**config.mk**
```make
export PLATFORM = sky130hd
export DESIGN_NAME = cic_comb_flat
export DESIGN_NICKNAME = d
export VERILOG_FILES = /design/src/rtl/cic_pkg.sv /design/src/rtl/cic_comb_if.sv /design/src/rtl/cic_comb_stage.sv /design/src/rtl/cic_comb.sv /design/src/flat_wrapper.sv
export SDC_FILE = /design/constraint.sdc
export NUM_CORES = 1
export LEC_CHECK = 0
export ABC_AREA = 1
export ABC_CLOCK_PERIOD_IN_PS = 3300
export BUFFER_PORTS_ARGS = -buffer_cell sky130_fd_sc_hd__buf_4
export CORE_AREA = 2 2 107 109
export DETAILED_ROUTE_END_ITERATION = 8
export DIE_AREA = 0 0 109 111
export HOLD_SLACK_MARGIN = 0.02
export PLACE_DENSITY = 0.92
export SLEW_MARGIN = 15
export SYNTH_ARGS = -nofsm -noshare
export SYNTH_HDL_FRONTEND = slang
export SYNTH_HIERARCHICAL = 1
export SYNTH_SLANG_ARGS = --single-unit
export TNS_END_PERCENT = 100
```
**constraint.sdc**
```tcl
create_clock -name clk_slow -period 3.3 [get_ports clk_slow]
set_input_delay 0.66 -clock clk_slow [delete_from_list [all_inputs] [get_ports clk_slow]]
set_output_delay 0.66 -clock clk_slow [all_outputs]
set_load 0.01 [all_outputs]
```
**src/rtl/cic_pkg.sv**
```systemverilog
// Shared types, legal-parameter constants and the output-reduction helper for the CIC comb slice.
// Define CIC_COMB_ROUND_EN for round-half-up reduction with positive saturation; default is truncation.
package cic_pkg;

    localparam int MAX_WIDTH      = 64;
    localparam int DIFF_DELAY_MIN = 1;
    localparam int DIFF_DELAY_MAX = 2;

    // Widest sample the slice handles; narrower samples are sign-extended into it.
    typedef logic signed [MAX_WIDTH-1:0] wide_sample_t;

    // Result is sign-extended; callers keep the low out_width bits.
    function automatic wide_sample_t reduce_sample(input wide_sample_t value,
                                                   input int width,
                                                   input int out_width);
        int shift;
`ifdef CIC_COMB_ROUND_EN
        wide_sample_t rounded;
        wide_sample_t max_pos;
`endif
        shift = width - out_width;
`ifdef CIC_COMB_ROUND_EN
        if (shift == 0) begin
            return value;
        end
        rounded = (value + (wide_sample_t'(1) <<< (shift - 1))) >>> shift;
        max_pos = (wide_sample_t'(1) <<< (out_width - 1)) - wide_sample_t'(1);
        return (rounded > max_pos) ? max_pos : rounded;
`else
        return value >>> shift;
`endif
    endfunction

endpackage

```
**src/rtl/cic_comb_if.sv**
```systemverilog
// Sample stream into and out of the comb section: strobed input sample and strobed reduced output.
interface cic_comb_if #(
    parameter int WIDTH     = 16,
    parameter int OUT_WIDTH = 12
);

    logic signed [WIDTH-1:0]     in;
    logic                        in_valid;
    logic signed [OUT_WIDTH-1:0] out;
    logic                        out_valid;

    modport master (
        output in,
        output in_valid,
        input  out,
        input  out_valid
    );

    modport slave (
        input  in,
        input  in_valid,
        output out,
        output out_valid
    );

endinterface

```
**src/rtl/cic_comb_stage.sv**
```systemverilog
// One comb stage y[n] = x[n] - x[n-M] with an M-deep delay line; n counts valid samples, not cycles.
module cic_comb_stage #(
    parameter int WIDTH      = 16,
    parameter int DIFF_DELAY = 1
) (
    input  logic                    clk_slow,
    input  logic                    rstn,
    input  logic signed [WIDTH-1:0] x,
    input  logic                    x_valid,
    output logic signed [WIDTH-1:0] y,
    output logic                    y_valid
);

    logic signed [WIDTH-1:0] delay_line [DIFF_DELAY];

    // Data and history move only on valid samples, so input gaps leave the sequence intact.
    always_ff @(posedge clk_slow or negedge rstn) begin
        if (!rstn) begin
            for (int i = 0; i < DIFF_DELAY; i++) begin
                delay_line[i] <= '0;
            end
            y       <= '0;
            y_valid <= 1'b0;
        end else begin
            y_valid <= x_valid;
            if (x_valid) begin
                y             <= x - delay_line[DIFF_DELAY-1];
                delay_line[0] <= x;
                for (int i = 1; i < DIFF_DELAY; i++) begin
                    delay_line[i] <= delay_line[i-1];
                end
            end
        end
    end

endmodule

```
**src/rtl/cic_comb.sv**
```systemverilog
// CIC decimator comb section: STAGES cascaded comb stages followed by a registered width reduction.
// Reduction mode is selected by CIC_COMB_ROUND_EN (see cic_pkg).
module cic_comb
    import cic_pkg::*;
#(
    parameter int WIDTH      = 16,
    parameter int STAGES     = 3,
    parameter int DIFF_DELAY = 1,
    parameter int OUT_WIDTH  = 12
) (
    input logic       clk_slow,
    input logic       rstn,
    cic_comb_if.slave bus
);

    if (STAGES < 1 || DIFF_DELAY < DIFF_DELAY_MIN || DIFF_DELAY > DIFF_DELAY_MAX ||
        OUT_WIDTH < 2 || OUT_WIDTH > WIDTH || WIDTH > MAX_WIDTH) begin : g_bad_params
        $fatal(1, "cic_comb: illegal parameter combination");
    end

    logic signed [WIDTH-1:0] stage_data [STAGES+1];
    logic [STAGES:0]         stage_valid;

    assign stage_data[0]  = bus.in;
    assign stage_valid[0] = bus.in_valid;

    for (genvar k = 0; k < STAGES; k++) begin : g_stage
        cic_comb_stage #(
            .WIDTH      (WIDTH),
            .DIFF_DELAY (DIFF_DELAY)
        ) u_stage (
            .clk_slow (clk_slow),
            .rstn     (rstn),
            .x        (stage_data[k]),
            .x_valid  (stage_valid[k]),
            .y        (stage_data[k+1]),
            .y_valid  (stage_valid[k+1])
        );
    end

    // Output register holds its value between strobes.
    always_ff @(posedge clk_slow or negedge rstn) begin
        if (!rstn) begin
            bus.out       <= '0;
            bus.out_valid <= 1'b0;
        end else begin
            bus.out_valid <= stage_valid[STAGES];
            if (stage_valid[STAGES]) begin
                bus.out <= OUT_WIDTH'(reduce_sample(wide_sample_t'(stage_data[STAGES]), WIDTH, OUT_WIDTH));
            end
        end
    end

endmodule

```
**src/flat_wrapper.sv**
```systemverilog
// flat-port wrapper written by rule: the top's interface ports become plain ports
module cic_comb_flat import cic_pkg::*;
#(
    parameter int WIDTH      = 16,
    parameter int STAGES     = 3,
    parameter int DIFF_DELAY = 1,
    parameter int OUT_WIDTH  = 12
)
  (clk_slow, rstn, bus_in, bus_in_valid, bus_out, bus_out_valid);
  cic_comb_if #(.WIDTH(WIDTH), .OUT_WIDTH(OUT_WIDTH)) bus_i ();
  input logic clk_slow;
  input logic rstn;
  input wire logic [$bits(bus_i.in)-1:0] bus_in;
  input wire logic [$bits(bus_i.in_valid)-1:0] bus_in_valid;
  output wire logic [$bits(bus_i.out)-1:0] bus_out;
  output wire logic [$bits(bus_i.out_valid)-1:0] bus_out_valid;
  assign bus_i.in = bus_in;
  assign bus_i.in_valid = bus_in_valid;
  assign bus_out = bus_i.out;
  assign bus_out_valid = bus_i.out_valid;
  cic_comb #(.WIDTH(WIDTH), .STAGES(STAGES), .DIFF_DELAY(DIFF_DELAY), .OUT_WIDTH(OUT_WIDTH)) u_core (.clk_slow(clk_slow), .rstn(rstn), .bus(bus_i));
endmodule
```
# ---- Word-level counts from Yosys, hierarchy flattened
# Index checks and enable logic that the tools add are counted.
dict set report op_classes {
  add_sub_neg 3
}
# cell n
set ops {}
lappend ops {{subtractor 16 bit} 3}
dict set report word_totals {
  reg_bits 112
  input_bits 19
  out_inout_bits 13
  elab_cells 14
}

# ---- Logic depth before layout (Yosys ltp)
dict set report logic_depth {
  word_depth 1
  ltp_mapped 13
  depth_no_buf 13
}

# ---- By module
# Netlist, hierarchy kept.
# module instances cells_each area_each_um2 seq_area_each_um2
set modules_own_cells {}
lappend modules_own_cells {{cic_comb_stage at u_core.g_stage[0].u_stage ...} 2 315 2178.3 825.8}
lappend modules_own_cells {{cic_comb_stage at u_core.g_stage[2].u_stage} 1 310 2190.9 825.8}
lappend modules_own_cells {cic_comb 1 52 483.0 325.3}

# ---- Worst setup path after synthesis
# No wires, ideal clock.
dict set report synth_timing {
  path_type {input -> register}
  start {input port bus_in[0]}
  end {register u_core.g_stage[0].u_stage.y[12]}
  setup_time_ns 0.117
  t_arrival_ns 1.821
  t_required_ns 3.183
  slack_ns 1.362
  stages 11
  n_path_buf 0
  path_cell_list {inv_1 ha_1 fa_1 inv_1 nand3_1 nand3_1 nand3_1 nand3_1 nand2_1 nand3_1 nand2_1}
}
dict set report synth_via {
  elab_chain_cells 1
}
# item line
set synth_lines {}
lappend synth_lines {{start: declaration} flat_wrapper.sv:13} ;# input wire logic [$bits(bus_i.in)-1:0] bus_in;
lappend synth_lines {{subtractor 16 bit} cic_comb_stage.sv:27} ;# y <= x - delay_line[DIFF_DELAY-1];
lappend synth_lines {{end signal: assignment} cic_comb_stage.sv:27}
lappend synth_lines {{end: declaration} cic_comb_stage.sv:10} ;# output logic signed [WIDTH-1:0] y,
# No other way between the ends.
# A chain may end at the register's enable or synchronous reset.

# ---- Worst setup path in the final report
dict set report layout_timing {
  start {register u_core.g_stage[0].u_stage.y[0]}
  end {register u_core.g_stage[1].u_stage.y[12]}
}
dict set report layout_via {
  elab_chain_cells 1
}
# item line
set layout_lines {}
lappend layout_lines {{subtractor 16 bit} cic_comb_stage.sv:27}
lappend layout_lines {{end signal: assignment} cic_comb_stage.sv:27}
lappend layout_lines {{end: declaration} cic_comb_stage.sv:10}
# No other way between the ends.

==> qor.yml <==
outcome:
  status: "completed"
critical_path:
  start_kind: "flop"
  end_kind: "flop"
  required_ps: 3540
  worst_r2r_startpoint: "u_core/g_stage[0].u_stage/y[0]$_DFFE_PN0P_"
  regToRegEndpoint: "u_core/g_stage[1].u_stage/y[12]$_DFFE_PN0P_"
  critical_path_class: "reg -> reg"
  rr_worst_depth: 11
  critical_path_peak_fanout: 4
  r2r_setup_slack_ps: 1440
  cp.arrival_ps: 2100
clock_network:
  postCtsSetupBuffers: 0
  cts_tree: "yes"
  clock_latency_ps: 350
  clk_root_buffer_cell: "clkbuf_16"
  cts_hold_buffers: 0
  cts_buffer_depth: 2
  htree_num_levels: 3
  cts-resized-gates: 0
  cts.clk_slew.worst_paths_ps: 70
  clock-sinks: 108
  cts_made_buffers: 9
cells_and_area:
  synthToLayoutAreaGrowth_pct: 9.132
  drive_above_1_share: 0.08143
  n_antenna_cell: 0
  final_cells: 1150
  num-nets-final: 1069
  fillers: 921
synthesis:
  postSynthAreaPerCell_um2: 7.040
  syn-num-nets: 1044
  synthCells: 977
  synth_area_um2: 6878
  yosys_warnings: 6
timing:
  worst_slew_pin_slew_ps: 835.5
  finalHoldViolations: 0
  holdWs_ps: 412.0
  layout_min_cycle_time_ps: 1856
  max-slew-margin-rel: 0.4430
  drv_slew: 0
  fin_skew_ps: 6.929
  finalSetupViolCount: 0
  tns_ps: 0
  timing.final.crit_share: 0.5625
  rsz0062_at_grt: "false"
  max_freq_mhz: 538.8
die:
  die_area_um2: 12100
  start_util: 0.6209
  pin_count: 32
  die_h_um: 111
  row_count: 39
  die-width_um: 109
  coreArea_um2: 11080
routing:
  drc: 0
  drt_wl_total_mm: 12.87
  wl_per_cell_um: 11.19
  dr.pass1.iters: 4
  num_vias: 5778
  via_per_inst: 5.024
  drt-initial-drc-count: 272
  ant_nets: 0
global_routing:
  grt_usage: 0.2347
  use_met1: 0.2594
  grt_pass1_wl_mm: 23.36
  busiest_layer: "met2"
  grt_start_max_net_pins: 68
  grt_pass1_vias: 5729
  grt_overflow_total: 0
  grtUsageMet3: 0.04056
  met2_usage: 0.4327
  antenna_found_initial: 0
power:
  p_leak_nw: 4.308
  ir_drop_uv: 541.4
  seq_power_share: 0.324
  clkPwrFrac: 0.190
  combPwrFrac: 0.485
  power.internal_mw: 3.483
  swShare: 0.4207
  powerDensity_nw_per_um2: 801.0
  p_switching_mw: 2.530
hold_path:
  hold_class: "in -> async"
place:
  gp_congestion: 0.9523
  numPlacedInstances: 1134
  io_buffers: 31
  dp_hpwl_mm: 9.415
flow_run:
  maxCapViolCount: 0
## cell usage in the layout, fill, tap and decap left out, drive strengths merged
cell type / n
clkbuf: 9
buf: 34
or2: 7
inv: 172
a21oi: 25
xor2: 3
nand3: 62
clkinv: 3
fa: 3
nand4: 3
dfrtp: 108
nor3: 9
nand2: 409
nand3b: 6
xnor2: 7
nor2: 35
ha: 45
and2: 2
o21ai: 63
bufinv: 2
## final cells by class
type | count | area (um^2) | share of cell area
Inverter | 170 | 638.1 | 0.08501
Sequential cell | 108 | 2703 | 0.3601
Tap cell | 143 | 178.9 | 0.02384
Multi-Input combinational cell | 679 | 3397 | 0.4526
Timing Repair Buffer | 34 | 267.8 | 0.03567
Clock inverter | 7 | 96.34 | 0.01284
Clock buffer | 9 | 225.2 | 0.03000
## flip-flops by register name, summed over array words and instances, names as in the netlist
name	flops
u_core/g_stage.u_stage/delay_line	48
u_core/g_stage.u_stage/y	44
u_core/bus.out	12
u_core/g_stage.u_stage/y_valid	3
u_core/bus.out_valid	1
## worst max-delay path, cell delays in order, from the launching register on
cell	delay, ps
dfrtp_1	350
inv_1	60
ha_1	220
fa_1	370
inv_1	110
nand3_1	80
nand3_1	160
nand3_1	130
nand3_1	90
nand2_1	50
nand3_1	80
nand2_1	50
## stage by stage
step | power [mW] | setup slack (ps) | utilization | area (um^2)
final | 6.013 | 1444 | 0.6776 | 7506
after global routing | 6.595 | 1303 | 0.6776 | 7506
after CTS | 6.036 | 1457 | 0.6776 | 7506
after detailed placement | 4.836 | 1144 | 0.6486 | 7184
after global placement | 4.694 | 1182 | 0.6486 | 7184
after floorplan | 4.186 | 1362 | - | 6878
## worst max path at each step
stage / startpoint / end / slack, ps / cells past startpoint
after floorplan: bus_in[0] / u_core/g_stage[0].u_stage/y[12]$_DFFE_PN0P_ / 1360 / 11
after CTS: u_core/g_stage[0].u_stage/y[0]$_DFFE_PN0P_ / u_core/g_stage[1].u_stage/y[12]$_DFFE_PN0P_ / 1460 / 11
after global routing: u_core/g_stage[0].u_stage/y[0]$_DFFE_PN0P_ / u_core/g_stage[1].u_stage/y[12]$_DFFE_PN0P_ / 1300 / 11
after global placement: bus_in[0] / u_core/g_stage[0].u_stage/y[12]$_DFFE_PN0P_ / 1180 / 12
after detailed placement: bus_in[0] / u_core/g_stage[0].u_stage/y[12]$_DFFE_PN0P_ / 1140 / 12
final: u_core/g_stage[0].u_stage/y[0]$_DFFE_PN0P_ / u_core/g_stage[1].u_stage/y[12]$_DFFE_PN0P_ / 1440 / 11
## metal layers
layer / share of wire / vias up
li1: - / 3035
met1: 0.43 / 2625
met2: 0.52 / 89
met3: 0.028 / 29
met4: 0.026 / 0
met5: 0 / -
## power groups by stage
stage / Combinational, mW / Clock, mW / Sequential, mW
after floorplan: 2.25 / 0 / 1.94
after global placement: 2.75 / 0 / 1.95
after detailed placement: 2.86 / 0 / 1.97
after CTS: 2.91 / 1.17 / 1.95
after global routing: 3.36 / 1.23 / 2.00
final: 2.92 / 1.15 / 1.95
Power figures use the tool's default switching activity.
